File: config.mk
export PLATFORM = sky130hd
export DESIGN_NAME = pipe_hazard_ctrl
export DESIGN_NICKNAME = d
export VERILOG_FILES = /design/src/rtl/pipe_ctrl_pkg.sv /design/src/rtl/sat_counter.sv /design/src/rtl/pipe_hazard_ctrl.sv
export SDC_FILE = /design/constraint.sdc
export NUM_CORES = 1
export LEC_CHECK = 0
export CAP_MARGIN = 40
export CORE_MARGIN = 2
export CORE_UTILIZATION = 33
export CTS_BUF_LIST = sky130_fd_sc_hd__clkbuf_8
export CTS_CLUSTER_DIAMETER = 200
export DETAILED_ROUTE_END_ITERATION = 12
export PLACE_DENSITY = 0.63
export SETUP_SLACK_MARGIN = 0.02
export SYNTH_ARGS = -nofsm -noshare
export SYNTH_HDL_FRONTEND = slang
export SYNTH_SLANG_ARGS = --single-unit
File: constraint.sdc
create_clock -name Clk -period 3.6 [get_ports Clk]
set_input_delay 0.54 -clock Clk [delete_from_list [all_inputs] [get_ports Clk]]
set_output_delay 0.54 -clock Clk [all_outputs]
set_load 0.01 [all_outputs]
File: src/rtl/pipe_ctrl_pkg.sv
// Shared types and defaults for the pipeline hazard/stall sequencer.
package pipe_ctrl_pkg;

  typedef enum logic {RUN = 1'b0, MEM_WAIT = 1'b1} state_e;

  localparam logic [4:0] REG_ZERO     = 5'd0;
  localparam int         CNT_W_DEF    = 16;
  localparam int         WAIT_MAX_DEF = 15;

  typedef struct packed {
    logic pc_write;
    logic pc_src;
    logic ifid_write;
    logic ifid_flush;
    logic idex_flush;
    logic exmem_flush;
    logic freeze;
  } ctrl_t;

endpackage

File: src/rtl/sat_counter.sv
// Saturating up-counter with synchronous clear; sticks at all-ones.
module sat_counter #(
  parameter int W = 16
) (
  input  logic         clk,
  input  logic         rst,
  input  logic         inc,
  input  logic         clr,
  output logic [W-1:0] count
);

  always_ff @(posedge clk or posedge rst) begin
    if (rst)                               count <= '0;
    else if (clr)                          count <= '0;
    else if (inc && (count != {W{1'b1}}))  count <= count + W'(1);
  end

endmodule

File: src/rtl/pipe_hazard_ctrl.sv
// Stall/flush sequencer for the 5-stage pipeline: memory-wait freeze,
// taken-branch flush (resolved in MEM) and load-use bubble, plus perf counters.
module pipe_hazard_ctrl
  import pipe_ctrl_pkg::*;
#(
  parameter int CNT_W    = CNT_W_DEF,
  parameter int WAIT_MAX = WAIT_MAX_DEF
) (
  input  logic             Clk,
  input  logic             Rst,
  input  logic [4:0]       IFID_Rs_in,
  input  logic [4:0]       IFID_Rt_in,
  input  logic             IFID_UsesRt_in,
  input  logic             IDEX_MemRead_in,
  input  logic [4:0]       IDEX_Rt_in,
  input  logic             EXMEM_Branch_in,
  input  logic             EXMEM_Zero_in,
  input  logic             EXMEM_MemRead_in,
  input  logic             EXMEM_MemWrite_in,
  input  logic             dmem_ready,
  output logic             PCWrite,
  output logic             PCSrc,
  output logic             IFID_Write,
  output logic             IFID_Flush,
  output logic             IDEX_Flush,
  output logic             EXMEM_Flush,
  output logic             Freeze,
  output logic             dmem_req,
  output logic             mem_err,
  output logic [CNT_W-1:0] stall_cycles,
  output logic [CNT_W-1:0] flush_count
);

  state_e     state, state_nxt;
  logic [7:0] wait_cnt;
  ctrl_t      ctrl;
  logic       mem_access, taken, lu, lu_stall, mem_stall;

  always_comb begin
    mem_access = EXMEM_MemRead_in | EXMEM_MemWrite_in;
    taken      = EXMEM_Branch_in & EXMEM_Zero_in;
    lu         = IDEX_MemRead_in && (IDEX_Rt_in != REG_ZERO) &&
                 ((IDEX_Rt_in == IFID_Rs_in) ||
                  (IFID_UsesRt_in && (IDEX_Rt_in == IFID_Rt_in)));

    state_nxt = state;
    mem_stall = 1'b0;
    case (state)
      RUN: begin
        mem_stall = mem_access & ~dmem_ready;
        if (mem_stall) state_nxt = MEM_WAIT;
      end
      MEM_WAIT: begin
        mem_stall = ~dmem_ready;
        if (dmem_ready) state_nxt = RUN;
      end
      default: state_nxt = RUN;
    endcase

    // Priority: memory freeze > taken branch > load-use bubble.
    lu_stall        = 1'b0;
    ctrl            = '0;
    ctrl.pc_write   = 1'b1;
    ctrl.ifid_write = 1'b1;
    if (mem_stall) begin
      ctrl.freeze     = 1'b1;
      ctrl.pc_write   = 1'b0;
      ctrl.ifid_write = 1'b0;
    end else if (taken) begin
      ctrl.pc_src      = 1'b1;
      ctrl.ifid_flush  = 1'b1;
      ctrl.idex_flush  = 1'b1;
      ctrl.exmem_flush = 1'b1;
    end else if (lu) begin
      lu_stall        = 1'b1;
      ctrl.pc_write   = 1'b0;
      ctrl.ifid_write = 1'b0;
      ctrl.idex_flush = 1'b1;
    end
  end

  assign PCWrite     = ctrl.pc_write;
  assign PCSrc       = ctrl.pc_src;
  assign IFID_Write  = ctrl.ifid_write;
  assign IFID_Flush  = ctrl.ifid_flush;
  assign IDEX_Flush  = ctrl.idex_flush;
  assign EXMEM_Flush = ctrl.exmem_flush;
  assign Freeze      = ctrl.freeze;
  assign dmem_req    = mem_access;

  always_ff @(posedge Clk or posedge Rst) begin
    if (Rst) state <= RUN;
    else     state <= state_nxt;
  end

  // Timeout is only flagged; the FSM keeps waiting for the memory.
  always_ff @(posedge Clk or posedge Rst) begin
    if (Rst) begin
      wait_cnt <= '0;
      mem_err  <= 1'b0;
    end else if (state == MEM_WAIT && !dmem_ready) begin
      if (wait_cnt != 8'hFF) wait_cnt <= wait_cnt + 8'd1;
      if (int'(wait_cnt) + 1 >= WAIT_MAX) mem_err <= 1'b1;
    end else begin
      wait_cnt <= '0;
    end
  end

  sat_counter #(.W(CNT_W)) u_stall_cnt (
    .clk(Clk), .rst(Rst), .inc(ctrl.freeze | lu_stall), .clr(1'b0), .count(stall_cycles)
  );

  sat_counter #(.W(CNT_W)) u_flush_cnt (
    .clk(Clk), .rst(Rst), .inc(taken & ~mem_stall), .clr(1'b0), .count(flush_count)
  );

endmodule

# == Word-level counts from Yosys, hierarchy flattened ==
# Index checks and enable logic that the tools add are counted.
# op_classes
bitwise_logic,8
eq_ne,6
reduce_logical,10
addsub,4
order_cmp,1
muxes,17
# ops
op,count
$add A16 B1 Y16 const B,2
$ne A16 B16 Y1 const B,2
$mux W8,2
$mux W1,12
$eq A5 B5 Y1,2
$add A8 B1 Y9 const B,1
$ge A9 B4 Y1 const B,1
$add A8 B1 Y8 const B,1
$ne A8 B8 Y1 const B,1
$logic_and A1 B1 Y1,6
$reduce_bool A5 Y1,1
$pmux W1 S2,2
$and A1 B1 Y1,3
$mux W3,1
$not A1 Y1,3
$ne A2 B1 Y1 const B,1
$or A1 B1 Y1,2
$reduce_and A2 Y1,1
$logic_not A1 Y1,1
$logic_or A1 B1 Y1,1
# totals
out_inout_bits,41
reg_bits,42
word_cells,51

# == Longest topological paths before layout ==
# Gate-level depths: netlist of run 1.
# logic_depth
ltp_word,9
ltp_mapped,8

# == By module ==
# A second synthesis of run 1 with hierarchy kept.
# unflattened
hier_cells,287
hier_area_um2,2632.5
# modules_own_cells
module,area_each_um2,cells_each,n_inst
sat_counter,932.1,101,2
pipe_hazard_ctrl,768.2,85,1

# == Worst setup path after synthesis of run 1 ==
# No wires, ideal clock.
# synth_timing
kind,input -> output
start,input IDEX_Rt_in[1]
end,output PCWrite
path_slack_ns,1.173
stages,6
required_ns,3.060
arrival_ns,1.887
path_cell_list,or4_1 o21a_1 a31o_4 buf_6 inv_1 buf_4
# synth_between
elab_chain_cells,7
word_cells_on_any_way,10
cone_classes,eq/ne: 2; mux: 3; reduce/logical: 5
# synth_rtl
item,line_no,rtl
start: declaration,pipe_hazard_ctrl.sv:15,"input logic [4:0] IDEX_Rt_in,"
$eq A5 B5 Y1,pipe_hazard_ctrl.sv:44,(IFID_UsesRt_in && (IDEX_Rt_in == IFID_Rt_in)));
$logic_and A1 B1 Y1,pipe_hazard_ctrl.sv:44,
$logic_or A1 B1 Y1,pipe_hazard_ctrl.sv:43,((IDEX_Rt_in == IFID_Rs_in) ||
$logic_and A1 B1 Y1 (*),pipe_hazard_ctrl.sv:42,lu = IDEX_MemRead_in && (IDEX_Rt_in != REG_ZERO) &&
$mux W1 (*) (3 in a row),n/a,
end: declaration,pipe_hazard_ctrl.sv:21,"output logic PCWrite,"
# Mark *: on every way between the ends. The rest lies on a longest branch, timed or not.

# == Final worst setup path of run 1 ==
# layout_timing
start,input IDEX_Rt_in[1]
end,output PCWrite
# layout_between
elab_chain_cells,7
word_cells_on_any_way,10
cone_classes,eq/ne: 2; mux: 3; reduce/logical: 5
# layout_rtl
item,line_no,rtl
$eq A5 B5 Y1,pipe_hazard_ctrl.sv:44,
$logic_and A1 B1 Y1,pipe_hazard_ctrl.sv:44,
$logic_or A1 B1 Y1,pipe_hazard_ctrl.sv:43,
$logic_and A1 B1 Y1 (*),pipe_hazard_ctrl.sv:42,
$mux W1 (*),pipe_hazard_ctrl.sv:74,end else if (lu) begin
$mux W1 (*),pipe_hazard_ctrl.sv:69,end else if (taken) begin
$mux W1 (*),pipe_hazard_ctrl.sv:65,if (mem_stall) begin
# Marks and branches as above.

==> results of run 1 <==
## layout make-up
class,instances,area [sq um]
tap,80,100.1
fill,635,3625
clock buffer,6,82.58
clock inverter,2,8.758
inverter,6,22.52
multi-input combinational,150,1139
timing repair buffer,68,690.7
sequential,42,1051
## per-stage QoR
| step | hold WS [ns] | total power, uW | cells |
|---|---|---|---|
| final | 0.4940 | 1285 | 354 |
| after global routing | 0.5196 | 1371 | 354 |
| after CTS | 0.4973 | 1308 | 354 |
| after detailed placement | 0.4830 | 986.2 | 346 |
| after global placement | 0.4773 | 975.2 | 345 |
| after floorplan | 0.5007 | 779.0 | 206 |
## worst max path at each step
stage | cells after the start | startpoint | slack (ns) | to
2_1_floorplan | 6 | IDEX_Rt_in[1] | 1.17 | PCWrite
4_1_cts | 6 | IDEX_Rt_in[1] | 0.30 | PCWrite
3_5_place_dp | 6 | IDEX_Rt_in[1] | 0.31 | PCWrite
3_3_place_gp | 6 | IDEX_Rt_in[1] | 0.35 | PCWrite
5_1_grt | 6 | IDEX_Rt_in[1] | 0.27 | IFID_Write
6_report | 6 | IDEX_Rt_in[1] | 0.32 | PCWrite
## critical path: cells and delay by family
family	cells	cell delay (ns)
AND/OR/NAND/NOR	1	0.54
buffers and inverters	3	1.10
AO/OA/AOI/OAI	2	0.55
## kinds of logic (layout without fill, tap and decap cells)
kind of cell             count (synthesis)  after routing  synth area share
AO/OA/AOI/OAI                           19             19           0.06168
XOR/XNOR                                46             46            0.1773
adder cells (fa/ha/maj)                  4              4           0.02203
buffers and inverters                   14             82           0.03634
flip-flops                              42             42            0.4626
multiplexers                             2              2          0.009911
AND/OR/NAND/NOR                         79             79            0.2302
## where the power goes
group	internal (uW)	switching (uW)
logic	217	135
registers	537	82.5
clock network	152	161
## placed cells by master (no fill, tap or decap), types with 2 or more instances in the layout
master	count
and3_1	14
nand4_1	8
or4_1	2
o21ai_0	3
dfrtp_1	42
o21a_1	2
a21oi_1	6
xor2_1	3
ha_1	4
nand2_1	16
nand3b_1	2
clkbuf_8	6
nand3_2	7
and4_4	3
xnor2_1	43
nand3_1	7
nor3_1	2
nand4_4	2
inv_1	7
clkdlybuf4s50_1	64
and2_1	2
buf_4	3
nor2_1	6
and4_1	3
## state kept, by name (all words and copies together), names as in the netlist
name,flops
mem_err,1
u_flush_cnt.count,16
state,1
wait_cnt,8
u_stall_cnt.count,16
## routing by layer
layer  share of wire  GRT usage
met1            0.45     0.1739
met2            0.49     0.2228
met3           0.055    0.03697
met4           0.010    0.03693
met5               0          0
==> flow_summary.ini, run 1 <==
[sta]
tightestPinTransition_ns = 0.5030
fin_ws_ns = 0.3233
drv_slew = 0
slew_headroom = 0.6643
setup_viol_count_final = 0
skew_ns = 0.004479
rsz0062_at_grt = false
hold_viol_final = 0
fmax_mhz = 305.2
finalCritPeriodShare = 0.9102
period_minus_slack_ns = 3.277
setup_tns_ns = 0

[setup_path]
arrival_ns = 2.74
r2r-end = u_stall_cnt.count[1]$_DFFE_PP0P_
r2r_start = u_stall_cnt.count[0]$_DFFE_PP0P_
cp_max_fo = 16
r2r_slack_ns = 1.41
crit_path_top_delay_cell = or4_1
max_stage_delay_ns = 0.54
critical_path_class = in -> out
worst-endpoint-required_ns = 3.06
path_cells = clkdlybuf4s50_1 -> or4_1 -> o21a_1 -> a31o_4 -> inv_1 -> clkdlybuf4s50_1
ff2ff_path_depth = 6
end_kind = output port
startpoint_type = input port
cpMostUsedCell = clkdlybuf4s50_1

[floorplan]
ioPinCount = 65
die_area_sq_um = 7566
die_y_microns = 86.98
chipWidth_microns = 86.98
num_rows = 30
start_util = 0.3382
coreArea_sq_um = 6719

[finish]
fin_area_sq_um = 3094
nNetsFinal = 301
n_antenna_cell = 0
finish.utilization = 0.4605
layout-drive-gt1-share = 0.1058
areaGrowthSynthToFinish_pct = 36.18

[synthesis]
netlist_instances = 206
synthArstFlopShare = 1.000
synth_area_sq_um = 2272
synth_edf_count = 0
synth_top_area_cell = dfrtp_1
post-synth-top-count-cell = xnor2_1
seq_area_frac_synth = 0.4626
synth_top_cells_by_area = dfrtp_1 46%, xnor2_1 17%, and3_1 3.9%
synth-seq-cells = 42
yosysWarnings = 0
ys.flop_type = dfrtp_1
synthesis.nets = 234
syn_area_per_cell_sq_um = 11.03
synthTopCellsByCount = 43 x xnor2_1, 42 x dfrtp_1, 16 x nand2_1
synth_top_area_share = 0.4626
synth_cell_type_count = 39

[drt]
wl_per_cell_microns = 13.27
drtIter0Drc = 60
vias = 1735
ant_nets = 0
drt_pass1_iterations = 4
via_per_inst = 4.901
drc = 0
totalWireLength_mm = 4.698

[clock_network]
cts_setup_buffers = 0
cts_htree_levels = 2
clock_sinks = 42
cts_buffers = 5
root_buffer = clkbuf_8
cts_tree = built
postCtsResizedCells = 0
path_clk_slew_ns = 0.08
clk_path_buf_depth = 2
ctsHoldBuffers = 0
clkLatencyLatePin_ns = 0.29

[pwr]
peakVddDrop_v = 0.0002383
p_leak_uw = 0.001316
cellPowerDensity_nw_per_um2 = 415.3

[placed_design]
dp_hpwl_mm = 3.563
place_area_sq_um = 3003
port_buffers = 64
place_congestion = 0.7707
place_ws_ns = 0.3126

[worst_hold_path]
hold_depth = 2
worstHoldEndpoint = mem_err$_DFFE_PP0P_
worstHoldPathType = reg -> reg
hp-start = mem_err$_DFFE_PP0P_

[global_route]
grt_max_degree = 18
grt_usage = 0.1350
overflow = 0
grt_antenna_before_repair = 0
grt_pass1_vias = 1772
grt_pass1_wl_mm = 8.059

[flow_run]
maxCapViolations = 0

[status]
status = complete, no violations
(Power assumes the default switching activity.)
==> run 2: changes to the inputs <==
--- a/config.mk
+++ b/config.mk
@@ -5,6 +5,7 @@
 export SDC_FILE = /design/constraint.sdc
 export NUM_CORES = 1
 export LEC_CHECK = 0
+export ABC_CLOCK_PERIOD_IN_PS = 4150
 export CAP_MARGIN = 40
 export CORE_MARGIN = 2
 export CORE_UTILIZATION = 33
@@ -13,6 +14,7 @@
 export DETAILED_ROUTE_END_ITERATION = 12
 export PLACE_DENSITY = 0.63
 export SETUP_SLACK_MARGIN = 0.02
+export SLEW_MARGIN = 20
 export SYNTH_ARGS = -nofsm -noshare
 export SYNTH_HDL_FRONTEND = slang
 export SYNTH_SLANG_ARGS = --single-unit
==> constraint.sdc (replaced) <==
create_clock -name Clk -period 4.15 [get_ports Clk]
set_input_delay 0.6225 -clock Clk [delete_from_list [all_inputs] [get_ports Clk]]
set_output_delay 0.6225 -clock Clk [all_outputs]
set_load 0.01 [all_outputs]
==> run 2 against run 1 <==
Net effect:
- die area stayed put
- utilization is 0.52 points lower
- via count is 1.6% lower
- sequential share of layout area is 0.39 points higher
- first-iteration DRC count is 28% lower
- clock skew is 0.0015 ns lower
- combinational power is 14% lower
- total power is 14% lower
- register-to-register slack better by 0.57 ns
- global-route usage is 1.0 points lower
==> flow_summary.ini, run 2 (synthesis results as in run 1) <==
[sta]
finalCritPeriodShare = 0.8271
skew_ns = 0.002966
rsz0062_at_grt = false
setup_tns_ns = 0
slew_headroom = 0.6388
fmax_mhz = 291.3
period_minus_slack_ns = 3.433
tightestPinTransition_ns = 0.5418
setup_viol_count_final = 0
fin_ws_ns = 0.7175
hold_viol_final = 0
drv_slew = 0

[setup_path]
r2r_slack_ns = 1.98
cpMostUsedCell = clkdlybuf4s50_1
critical_path_class = in -> out
crit_path_top_delay_cell = or4_1
worst-endpoint-required_ns = 3.53
r2r-end = u_stall_cnt.count[1]$_DFFE_PP0P_
arrival_ns = 2.81
path_buf_inv = 3
crit_family = buffers and inverters
path_cells = clkdlybuf4s50_1 -> or4_1 -> o21a_1 -> a31o_4 -> inv_1 -> clkdlybuf4s50_1
startpoint_type = input port
end_kind = output port
r2r_start = u_stall_cnt.count[0]$_DFFE_PP0P_
max_stage_delay_ns = 0.55
cp_max_fo = 16
ff2ff_path_depth = 6

[clock_network]
cts_htree_levels = 2
root_buffer = clkbuf_8
clkLatencyLatePin_ns = 0.28
cts_buffers = 5
cts_tree = built
path_clk_slew_ns = 0.08
clock_sinks = 42
clk_path_buf_depth = 2
cts_setup_buffers = 0
ctsHoldBuffers = 0
postCtsResizedCells = 0

[drt]
drc = 0
vias = 1708
ant_nets = 0
wl_per_cell_microns = 12.71
totalWireLength_mm = 4.474
via_per_inst = 4.852
drtIter0Drc = 43
drt_pass1_iterations = 3

[global_route]
grt_usage = 0.1246
grt_pass1_wl_mm = 7.583
overflow = 0
grt_antenna_before_repair = 0
grt_max_degree = 43
grt_pass1_vias = 1682

[finish]
reg_top3 = u_flush_cnt.count (16), u_stall_cnt.count (16), wait_cnt (8)
n_antenna_cell = 0
layout-drive-gt1-share = 0.09926
final_cell_mix = 64 x clkdlybuf4s50_1, 43 x xnor2_1, 42 x dfrtp_1
final_common_cell = clkdlybuf4s50_1
areaGrowthSynthToFinish_pct = 34.64
nNetsFinal = 299

[floorplan]
ioPinCount = 65
start_util = 0.3382
chipWidth_microns = 86.98
die_area_sq_um = 7566
coreArea_sq_um = 6719
die_y_microns = 86.98
num_rows = 30

[pwr]
p_leak_uw = 0.001299
peakVddDrop_v = 0.0002063
cellPowerDensity_nw_per_um2 = 361.4

[placed_design]
place_ws_ns = 0.7111
port_buffers = 64
dp_hpwl_mm = 3.310
place_congestion = 0.7616

[worst_hold_path]
worstHoldPathType = reg -> reg
hold_depth = 1
worstHoldEndpoint = u_stall_cnt.count[9]$_DFFE_PP0P_
hp-start = u_stall_cnt.count[9]$_DFFE_PP0P_

[status]
status = complete, no violations

[flow_run]
maxCapViolations = 0
-- run 2: cell count changes in the layout (fill, tap and decap cells not counted), sizes merged --
| cell | before | now |
|---|---|---|
| buf | 4 | 2 |
-- run 2: power by group --
group	switching (uW)	internal (uW)	total (uW)
Sequential	69.2	466	535
Combinational	117	186	303
Clock	136	132	268
-- run 2: worst max path at each step --
stage	slack, ns	endpoint	start	cells after the start
after floorplan	1.56	PCWrite	IDEX_Rt_in[1]	6
after global placement	0.74	PCWrite	IDEX_Rt_in[1]	6
after detailed placement	0.71	PCWrite	IDEX_Rt_in[1]	6
after CTS	0.71	PCWrite	IDEX_Rt_in[1]	6
after global routing	0.65	IFID_Write	IDEX_Rt_in[2]	6
final	0.72	PCWrite	IDEX_Rt_in[1]	6
-- run 2: cell type report --
class / instances / area (sq um)
multi-input cells: 150 / 1139
fillers: 646 / 3660
flip-flops and latches: 42 / 1051
clock inverters: 2 / 8.758
clock buffers: 6 / 82.58
repair buffers: 66 / 655.6
well taps: 80 / 100.1
inverters: 6 / 22.52
-- run 2: per-layer routing --
layer / vias to the layer above / share of wire / GRT usage
met2: 44 / 0.45 / 0.1950
met4: 0 / 0.011 / 0.03409
li1: 849 / - / -
met1: 809 / 0.48 / 0.1691
met5: - / 0 / 0
met3: 6 / 0.063 / 0.03507
-- run 2: per-stage QoR --
step / utilization / power [uW] / instance area [sq um] / cells / hold WS (ns)
after floorplan: - / 675.8 / 2272 / 206 / 0.5007
after global placement: 0.4417 / 843.9 / 2968 / 344 / 0.4801
after detailed placement: 0.4417 / 849.4 / 2968 / 344 / 0.4850
after CTS: 0.4553 / 1129 / 3059 / 352 / 0.5015
after global routing: 0.4553 / 1182 / 3059 / 352 / 0.5140
final: 0.4553 / 1106 / 3059 / 352 / 0.4922
==> run 3: changes to the inputs <==
--- a/config.mk
+++ b/config.mk
@@ -5,7 +5,7 @@
 export SDC_FILE = /design/constraint.sdc
 export NUM_CORES = 1
 export LEC_CHECK = 0
-export ABC_CLOCK_PERIOD_IN_PS = 4150
+export ABC_CLOCK_PERIOD_IN_PS = 3500
 export CAP_MARGIN = 40
 export CORE_MARGIN = 2
 export CORE_UTILIZATION = 33
==> constraint.sdc (replaced) <==
create_clock -name Clk -period 3.5 [get_ports Clk]
set_input_delay 0.525 -clock Clk [delete_from_list [all_inputs] [get_ports Clk]]
set_output_delay 0.525 -clock Clk [all_outputs]
set_load 0.01 [all_outputs]
==> run 3 against run 2 <==
Net effect:
- sequential share of layout area is 0.25 points lower
- register-to-register slack got worse by 0.70 ns
- die area did not move
- critical path depth is the same
- non-clock buffer count rose by 1
- worst hold slack better by 0.0019 ns
- count of clock-buffer cells in the layout fell by 1
- clock skew increased by 0.0034 ns
- largest power group unchanged
- highest routed layer unchanged
==> flow_summary.ini, run 3 (synthesis results as in run 1) <==
[clock_network]
clock_sinks = 42
cts_htree_levels = 2
cts_tree = built
clkLatencyLatePin_ns = 0.29
cts_setup_buffers = 0
clk_path_buf_depth = 2
cts_buffers = 5
postCtsResizedCells = 0
root_buffer = clkbuf_8
ctsHoldBuffers = 0
path_clk_slew_ns = 0.07

[finish]
nNetsFinal = 300
fill_cells = 633
fin_area_sq_um = 3082
reg_top3 = u_flush_cnt.count (16), u_stall_cnt.count (16), wait_cnt (8)
multiInputGateArea_sq_um = 1139
layout-drive-gt1-share = 0.09890
final_common_cell = clkdlybuf4s50_1
final_cell_mix = 64 x clkdlybuf4s50_1, 43 x xnor2_1, 42 x dfrtp_1
n_antenna_cell = 0
areaGrowthSynthToFinish_pct = 35.63
stdcell_count = 353
final-seq-area_sq_um = 1051

[drt]
drt_pass1_iterations = 4
drtIter0Drc = 43
ant_nets = 0
totalWireLength_mm = 4.628
via_per_inst = 4.884
wl_per_cell_microns = 13.11
drc = 0
vias = 1724

[placed_design]
place_congestion = 0.7508
post-place-cells = 345
dp_hpwl_mm = 3.445
port_buffers = 64
place_area_sq_um = 2975

[setup_path]
critical_path_class = in -> out
startpoint_type = input port
arrival_ns = 2.58
end_kind = output port
cp_max_fo = 3
crit_start = IDEX_Rt_in[1]
worst-endpoint-required_ns = 2.97
r2r_start = u_stall_cnt.count[0]$_DFFE_PP0P_

[floorplan]
num_rows = 30
chipWidth_microns = 86.98
ioPinCount = 65
coreArea_sq_um = 6719
start_util = 0.3382
die_y_microns = 86.98
die_area_sq_um = 7566

[pwr]
cellPowerDensity_nw_per_um2 = 442.8
p_leak_uw = 0.001312
peakVddDrop_v = 0.0002988

[global_route]
grt_antenna_before_repair = 0
grt_pass1_vias = 1749
grt_max_degree = 43
grt_pass1_wl_mm = 7.990
grt_usage = 0.1311
overflow = 0

[sta]
setup_viol_count_final = 0
hold_viol_final = 0
fmax_mhz = 322.3
rsz0062_at_grt = false
setup_tns_ns = 0
slew_headroom = 0.6454
finalCritPeriodShare = 0.8864
drv_slew = 0
period_minus_slack_ns = 3.102
tightestPinTransition_ns = 0.5319
skew_ns = 0.006354

[flow_run]
maxCapViolations = 0

[status]
status = complete, no violations

[worst_hold_path]
hp-start = u_stall_cnt.count[11]$_DFFE_PP0P_
worstHoldPathType = reg -> reg
[run 3: cell types whose count changed in the layout (fill, tap and decap cells not counted), sizes merged]
cell    change
clkbuf      -1
clkinv      -1
buf         +1
bufinv      +1
inv         +1
[run 3: metrics by stage]
stage	power [uW]	worst slack, ns	hold slack, ns	util
3_3_place_gp	1003	0.3810	0.4793	0.4428
6_report	1365	0.3977	0.4941	0.4587
3_5_place_dp	1011	0.3832	0.4878	0.4428
5_1_grt	1441	0.2849	0.5282	0.4587
4_1_cts	1390	0.3801	0.4987	0.4587
2_1_floorplan	801.2	1.103	0.5007	-
[run 3: per-layer routing]
metal	GRT usage	wire length, microns
met5	0	0
met4	0.03693	26
met3	0.03507	226
met2	0.2068	2247
met1	0.1771	2127
[run 3: final cells by class]
| cell class | instances | area share |
|---|---|---|
| clock buffers | 5 | 0.02233 |
| clock inverters | 3 | 0.01218 |
| inverters | 6 | 0.007308 |
| flip-flops and latches | 42 | 0.3410 |
| multi-input cells | 150 | 0.3695 |
| well taps | 80 | 0.03248 |
| repair buffers | 67 | 0.2152 |
[run 3: path summary, 6_finish.rpt]
path	end	slack (ns)	cells past startpoint
worst max-delay path	IFID_Write	0.40	6
min in group asynchronous	u_flush_cnt.count[10]$_DFFE_PP0P_	0.67	3
worst max register to register	u_stall_cnt.count[1]$_DFFE_PP0P_	1.28	6
worst min-delay path	u_stall_cnt.count[11]$_DFFE_PP0P_	0.49	1
worst min register to register	u_stall_cnt.count[11]$_DFFE_PP0P_	0.49	1
max in group asynchronous	u_stall_cnt.count[13]$_DFFE_PP0P_	2.46	3
[run 3: report_power, final]
part,total (uW),leakage (uW),switching [uW],internal (uW)
combinational,363,0.000686,141,222
clock,367,0.0000607,160,208
sequential,635,0.000565,82.2,552
[run 3: critical path, cell delays in order]
cell and delay (ns):
clkdlybuf4s50_1 0.46, or4_1 0.54, o21a_1 0.20, a31o_4 0.25, inv_1 0.07, clkdlybuf4s50_1 0.53
